==> config.mk <==
export PLATFORM = sky130hd
export DESIGN_NAME = mem_burst_ctrl
export DESIGN_NICKNAME = d
export VERILOG_FILES = /design/src/rtl/mem_pkg.sv /design/src/rtl/mem_burst_ctrl.sv
export SDC_FILE = /design/constraint.sdc
export NUM_CORES = 1
export LEC_CHECK = 0
export CAP_MARGIN = 20
export CORE_MARGIN = 5
export CORE_UTILIZATION = 40
export CTS_BUF_LIST = sky130_fd_sc_hd__clkbuf_2 sky130_fd_sc_hd__clkbuf_4 sky130_fd_sc_hd__clkbuf_8
export CTS_CLUSTER_DIAMETER = 80
export DETAILED_ROUTE_END_ITERATION = 8
export PLACE_DENSITY = 0.7
export SETUP_SLACK_MARGIN = 0.4
export SYNTH_ARGS = -nofsm -noshare
export SYNTH_HDL_FRONTEND = slang
export SYNTH_SLANG_ARGS = --single-unit
==> constraint.sdc <==
create_clock -name clk -period 2 [get_ports clk]
set_input_delay 0.4 -clock clk [delete_from_list [all_inputs] [get_ports clk]]
set_output_delay 0.4 -clock clk [all_outputs]
set_load 0.02 [all_outputs]
==> src/rtl/mem_pkg.sv <==
// Shared definitions for the burst controller and the 256x8 memory it drives.
package mem_pkg;

   localparam int MEM_ADDR_W = 8;
   localparam int MEM_DATA_W = 8;

   typedef enum logic [2:0] {
      IDLE    = 3'd0,
      WRITE   = 3'd1,
      READ    = 3'd2,
      RD_WAIT = 3'd3,
      DONE    = 3'd4
   } state_t;

endpackage

==> src/rtl/mem_burst_ctrl.sv <==
// Burst read/write sequencer in front of a single-port memory with a
// combinational read port. Commands, write beats and read beats all use
// valid/ready handshakes. Every output, including the memory pins, comes
// straight from a flop.
// Optional feature: define MEM_BURST_CKSUM_EN to add the XOR checksum
// output cksum over all beats of the most recent burst.
//
// state   | meaning
// --------+---------------------------------------------------------------
// IDLE    | cmd_ready high, waiting for a command
// WRITE   | wr_ready high, each accepted beat becomes a memory write
// READ    | mem_rd/mem_addr on the memory pins, Dout captured at cycle end
// RD_WAIT | rd_valid high with captured data, waiting for rd_ready
// DONE    | done pulse, then back to IDLE
//
// The memory strobes are scheduled one state ahead: a write beat accepted
// in WRITE shows on mem_wr the following cycle (so the final beat's write
// lands in the DONE cycle), and the transition into READ puts mem_rd up
// while READ is current, so a read beat costs READ + RD_WAIT = 2 cycles.
module mem_burst_ctrl
   import mem_pkg::*;
#(
   parameter int ADDR_W = MEM_ADDR_W,
   parameter int DATA_W = MEM_DATA_W
) (
   input  logic              clk,
   input  logic              rst,
   input  logic              cmd_valid,
   output logic              cmd_ready,
   input  logic              cmd_wr,
   input  logic [ADDR_W-1:0] cmd_addr,
   input  logic [ADDR_W-1:0] cmd_len,
   input  logic              wr_valid,
   output logic              wr_ready,
   input  logic [DATA_W-1:0] wr_data,
   output logic              rd_valid,
   input  logic              rd_ready,
   output logic [DATA_W-1:0] rd_data,
   output logic              busy,
   output logic              done,
   output logic              mem_rst,
   output logic              mem_rd,
   output logic              mem_wr,
   output logic [ADDR_W-1:0] mem_addr,
   output logic [DATA_W-1:0] mem_din,
   input  logic [DATA_W-1:0] mem_dout
`ifdef MEM_BURST_CKSUM_EN
   ,
   output logic [DATA_W-1:0] cksum
`endif
);

   state_t            r_state;
   logic [ADDR_W-1:0] r_cur_addr;
   logic [ADDR_W-1:0] r_remaining;
   logic              r_cmd_ready;
   logic              r_wr_ready;
   logic              r_rd_valid;
   logic [DATA_W-1:0] r_rd_data;
   logic              r_busy;
   logic              r_done;
   logic              r_mem_rst;
   logic              r_mem_rd;
   logic              r_mem_wr;
   logic [ADDR_W-1:0] r_mem_addr;
   logic [DATA_W-1:0] r_mem_din;

   logic              w_cmd_acc;
   logic              w_wr_acc;
   logic              w_rd_hs;
   logic              w_last;
   logic [ADDR_W-1:0] w_next_addr;

   // r_cmd_ready is only ever set while in IDLE, r_wr_ready only in WRITE,
   // r_rd_valid only in RD_WAIT, so the handshakes need no state decode.
   assign w_cmd_acc   = r_cmd_ready & cmd_valid;
   assign w_wr_acc    = r_wr_ready & wr_valid;
   assign w_rd_hs     = r_rd_valid & rd_ready;
   assign w_last      = (r_remaining == '0);
   assign w_next_addr = r_cur_addr + 1'b1;

   assign cmd_ready = r_cmd_ready;
   assign wr_ready  = r_wr_ready;
   assign rd_valid  = r_rd_valid;
   assign rd_data   = r_rd_data;
   assign busy      = r_busy;
   assign done      = r_done;
   assign mem_rst   = r_mem_rst;
   assign mem_rd    = r_mem_rd;
   assign mem_wr    = r_mem_wr;
   assign mem_addr  = r_mem_addr;
   assign mem_din   = r_mem_din;

   // Burst sequencer with all handshake and memory outputs registered.
   always_ff @(posedge clk or negedge rst) begin
      if (!rst) begin
         r_state     <= IDLE;
         r_cur_addr  <= '0;
         r_remaining <= '0;
         r_cmd_ready <= 1'b0;
         r_wr_ready  <= 1'b0;
         r_rd_valid  <= 1'b0;
         r_rd_data   <= '0;
         r_busy      <= 1'b0;
         r_done      <= 1'b0;
         r_mem_rst   <= 1'b1;
         r_mem_rd    <= 1'b0;
         r_mem_wr    <= 1'b0;
         r_mem_addr  <= '0;
         r_mem_din   <= '0;
      end else begin
         r_mem_rst <= 1'b0;
         r_done    <= 1'b0;
         case (r_state)
            IDLE: begin
               r_cmd_ready <= 1'b1;
               r_busy      <= 1'b0;
               r_mem_wr    <= 1'b0;
               r_mem_rd    <= 1'b0;
               if (w_cmd_acc) begin
                  r_cmd_ready <= 1'b0;
                  r_busy      <= 1'b1;
                  r_cur_addr  <= cmd_addr;
                  r_remaining <= cmd_len;
                  if (cmd_wr) begin
                     r_wr_ready <= 1'b1;
                     r_state    <= WRITE;
                  end else begin
                     r_mem_addr <= cmd_addr;
                     r_mem_rd   <= 1'b1;
                     r_state    <= READ;
                  end
               end
            end

            WRITE: begin
               r_mem_wr <= w_wr_acc;
               if (w_wr_acc) begin
                  r_mem_addr <= r_cur_addr;
                  r_mem_din  <= wr_data;
                  if (w_last) begin
                     r_wr_ready <= 1'b0;
                     r_done     <= 1'b1;
                     r_state    <= DONE;
                  end else begin
                     r_cur_addr  <= w_next_addr;
                     r_remaining <= r_remaining - 1'b1;
                  end
               end
            end

            READ: begin
               // mem_addr has been on the pins all cycle, so Dout is settled.
               r_mem_rd   <= 1'b0;
               r_rd_data  <= mem_dout;
               r_rd_valid <= 1'b1;
               r_state    <= RD_WAIT;
            end

            RD_WAIT: begin
               if (w_rd_hs) begin
                  r_rd_valid <= 1'b0;
                  if (w_last) begin
                     r_done  <= 1'b1;
                     r_state <= DONE;
                  end else begin
                     r_cur_addr  <= w_next_addr;
                     r_remaining <= r_remaining - 1'b1;
                     r_mem_addr  <= w_next_addr;
                     r_mem_rd    <= 1'b1;
                     r_state     <= READ;
                  end
               end
            end

            DONE: begin
               r_mem_wr    <= 1'b0;
               r_mem_rd    <= 1'b0;
               r_busy      <= 1'b0;
               r_cmd_ready <= 1'b1;
               r_state     <= IDLE;
            end

            default: begin
               r_state <= IDLE;
            end
         endcase
      end
   end

`ifdef MEM_BURST_CKSUM_EN
   logic [DATA_W-1:0] r_cksum;

   assign cksum = r_cksum;

   // XOR of every beat moved since the last command accept.
   always_ff @(posedge clk or negedge rst) begin
      if (!rst) begin
         r_cksum <= '0;
      end else if (w_cmd_acc) begin
         r_cksum <= '0;
      end else if (w_wr_acc) begin
         r_cksum <= r_cksum ^ wr_data;
      end else if (w_rd_hs) begin
         r_cksum <= r_cksum ^ r_rd_data;
      end
   end
`endif

endmodule

==> key figures <==
Run status
  • Status: complete, no violations

Clocking
  • CTS Hold Buffers Added: 0
  • Clk sinks: 51
  • CTS root buf: clkbuf_8
  • Clock Latency Late Sink: 0.31 ns
  • H-tree levels: 2
  • CTS tree: built
  • Worst-path clk slew: 0.10 ns
  • CTS buffer count: 5
  • Clock buffer depth: 2

Synth
  • Top FF cell, synth: dfrtp_1
  • Post-synthesis cell area: 2710 um^2
  • Syn_area_per_cell: 10.3 um^2
  • Top cells by area, synth: dfrtp_1, mux2_2, o21ai_0, a21oi_1, nand2_1
  • Synthesis Warnings: 0
  • Area leader, netlist: dfrtp_1
  • Synth top area share: 46.1%
  • EDFF count, synth: 0
  • Asr flop ratio synth: 100%
  • Cell count after synthesis: 264
  • Yosys cell types: 61
  • Syn_nets: 304
  • Synthesized flop and latch total: 51
  • Register area share after synthesis: 47.1%

Global routing
  • First-pass GRT wire length: 12.8 mm
  • GRT overflow: 0
  • Vias in the first global route: 2571
  • Initial antenna violation count: 0
  • GRT Overall Usage: 18.4%
  • Largest net degree at the start of global routing: 32

Detailed routing
  • Met3 WL: 474 um
  • First DRT Iteration DRCs: 177
  • M1 wire length: 3.46 mm
  • DRC viols: 0
  • WL met2: 3.90 mm
  • Detail-routed via count per cell: 5.79
  • DR vias: 2570
  • Iteration count of the initial detailed-routing pass: 4
  • Top Metal Used: met4
  • Drt total wl: 7.91 mm
  • Post-DR wirelength/cell: 17.8 um
  • Post-route ant nets: 0

Floorplan
  • Row Count: 30
  • # IOs: 70
  • Core area: 6680 um^2
  • Die area: 8530 um^2
  • Die extent in y: 92.4 um
  • Die Wd: 92.4 um
  • Initial core utilization: 40.6%

Layout
  • Share of cells above drive strength 1: 30.8%
  • Nets: 403
  • Fillcell total: 541
  • Multi-input logic area: 1630 um^2
  • Synthesis-to-layout area growth: 55.5%
  • Non-filler instance count after layout: 444
  • Layout Utilization: 63.2%
  • N_diodes: 0
  • Final instance area: 4220 um^2
  • Register area: 1280 um^2

STA
  • Fin. Hold Viols: 0
  • FMAX: 529 MHz
  • RSZ-0062 raised after global routing: yes
  • Final worst path period need: 1.89 ns
  • Finish-stage setup viols: 0
  • Slew Viols, Final: 0
  • Period utilization: 94.6%
  • Layout Skew: 0.0113 ns

Pwr
  • Switching power: 3000 uW
  • Max IR drop VDD: 0.824 mV
  • Share of power burned in registers: 29.0%
  • Leakage power: 0.00178 uW
  • Combinational power share: 60.4%
  • Pint: 4020 uW
  • Switching share of power: 42.7%
  • Pwr Density: 1660 nW/um^2
  • Clock power share: 10.6%
  • Total Power: 7010 uW

Setup path
  • R2r startpoint: r_remaining[0]$_DFFE_PN0P_
  • Crit-path max FO: 6
  • Worst setup path endpoint: r_remaining[5]$_DFFE_PN0P_
  • R2R cell count: 6
  • CP delay by family, top: compound AO/OA/AOI/OAI gates
  • Crit path kind: reg -> reg
  • Startpoint types: flip-flop
  • CP endpoint kind: flip-flop
  • R2R Setup Slk: 0.11 ns
  • CP arrival: 2.09 ns
  • WP data required: 2.20 ns
  • Crit. path cell count: 6
  • Critical path, cell by cell: inv_2 -> ha_4 -> or4b_4 -> o21ai_4 -> o41ai_2 -> a22o_1
  • Slowest stage cell on the critical path: or4b_4
  • Max incr delay on CP: 0.54 ns
  • Critical R2R Capture: r_remaining[5]$_DFFE_PN0P_
  • Bufs and invs on worst path: 1
  • CP Launch Point: r_remaining[0]$_DFFE_PN0P_

Place
  • Placed insts: 414
  • Area post-placement: 3700 um^2
  • HPWL reported at the end of detailed placement: 5.16 mm
  • Placer Congestion: 0.836
  • PortBufs: 69

Flow run
  • Max Cap Viol: 0

Hold path
  • Hold/Removal Path Class: in -> async
-- cells in the mapped netlist (2+ instances only) --
cell and instances:
a22o_1 3, nor2_1 13, buf_1 2, a31oi_1 9, xnor2_1 2, xor2_1 2, buf_2 2, nand2b_1 2
nand3_1 5, a2bb2oi_1 3, nor4_1 2, o22a_1 3, o21ai_0 19, inv_1 5, o2bb2ai_1 3, a32oi_1 2
clkbuf_1 14, nand4_1 5, o22ai_1 4, nand3b_1 3, or3_1 3, nand2_1 18, or4_1 2, a21oi_1 16
a22oi_1 4, dfrtp_1 50, o21a_1 2, o41ai_1 3, ha_1 2, nor3_1 5, mux2_2 24, o2111ai_1 2
o21ai_1 2
-- registers in the layout, summed over array words and instances, names as in the netlist --
signal and cells:
busy 1, cmd_ready 1, done 1, mem_addr 8, mem_din 8, mem_rd 1
mem_rst 1, mem_wr 1, r_cur_addr 8, r_remaining 8, r_state 3, rd_data 8
rd_valid 1, wr_ready 1
-- worst min path at each step --
stage	from	end	slack [ns]	cells past startpoint
4_1_cts	rst	mem_addr[1]$_DFFE_PN0P_	0.05	1
6_report	rst	mem_addr[1]$_DFFE_PN0P_	0.04	1
3_3_place_gp	rst	mem_addr[6]$_DFFE_PN0P_	0.39	1
2_1_floorplan	rst	busy$_DFFE_PN0P_	0.10	0
3_5_place_dp	rst	mem_addr[6]$_DFFE_PN0P_	0.39	1
5_1_grt	rst	mem_din[2]$_DFFE_PN0P_	0.07	1
-- logic make-up (layout without fill, tap and decap cells) --
kind of cell    Yosys count  count (layout)  synth area share, %
compound gates           88              88                 22.5
simple gates             71              71                 14.8
flops                    51              51                 47.1
mux                      24              24                 9.96
buf+inv                  23             123                 3.27
xor+xnor                  4               4                 1.29
fa+ha+maj                 2               2                0.922
other cells               1               1                0.138
-- worst register-to-register path: stages, from the launching register on --
cell	delay, ns
dfrtp_1	0.40
inv_2	0.09
ha_4	0.14
or4b_4	0.54
o21ai_4	0.28
o41ai_2	0.12
a22o_1	0.22
-- power by group through the flow --
| stage | clock [uW] | sequential, uW | combinational (uW) |
|---|---|---|---|
| finish | 747 | 2030 | 4230 |
| global placement | 0 | 2000 | 3620 |
| global route | 817 | 2110 | 4540 |
| floorplan | 0 | 2240 | 2010 |
| CTS | 771 | 2000 | 3850 |
| detailed placement | 0 | 2020 | 3680 |
-- final cells by class --
class	instances	share of cell area (%)
timing repair buffer	110	25.6
clock inverter	3	1.13
inverter	5	0.445
tap	80	2.37
sequential	51	30.4
multi-input combinational	190	38.5
clock buffer	5	1.63
-- cells in the final DEF, fill, tap and decap left out, types with 7 or more instances in the layout --
| cell | Yosys | final |
|---|---|---|
| dfrtp_1 | 50 | 47 |
| clkdlybuf4s50_1 | 0 | 36 |
| dlygate4sd2_1 | 0 | 31 |
| buf_4 | 0 | 28 |
| nand2_1 | 18 | 17 |
| mux2_4 | 0 | 16 |
| o21ai_0 | 19 | 15 |
| nor2_1 | 13 | 13 |
| a21oi_1 | 16 | 13 |
| a31oi_1 | 9 | 8 |
| mux2_2 | 24 | 8 |
| buf_12 | 0 | 7 |
-- layer usage --
layer  global-route usage, %  vias up
li1                        -     1202
met1                    25.5     1280
met2                    29.8       80
met3                    3.41        8
met4                    4.33        0
met5                       0        -
-- repair_timing --
| action | CTS | global route |
|---|---|---|
| pin swaps | 11 | 16 |
| endpoints found under the setup margin | 77 | 40 |
| buffers inserted | 10 | 11 |
| gates cloned | 0 | 1 |
| gates resized for setup | 57 | 26 |
-- per-stage QoR --
| step | setup slack, ns | hold WS (ns) | TNS, ns |
|---|---|---|---|
| CTS | 0.106 | 0.0469 | 0 |
| detailed placement | -0.159 | 0.394 | -1.31 |
| floorplan | 0.191 | 0.104 | 0 |
| finish | 0.108 | 0.0382 | 0 |
| global placement | -0.111 | 0.386 | -0.846 |
| global route | 0.0190 | 0.0660 | 0 |
Note: power is estimated with default switching activity, not from simulation.
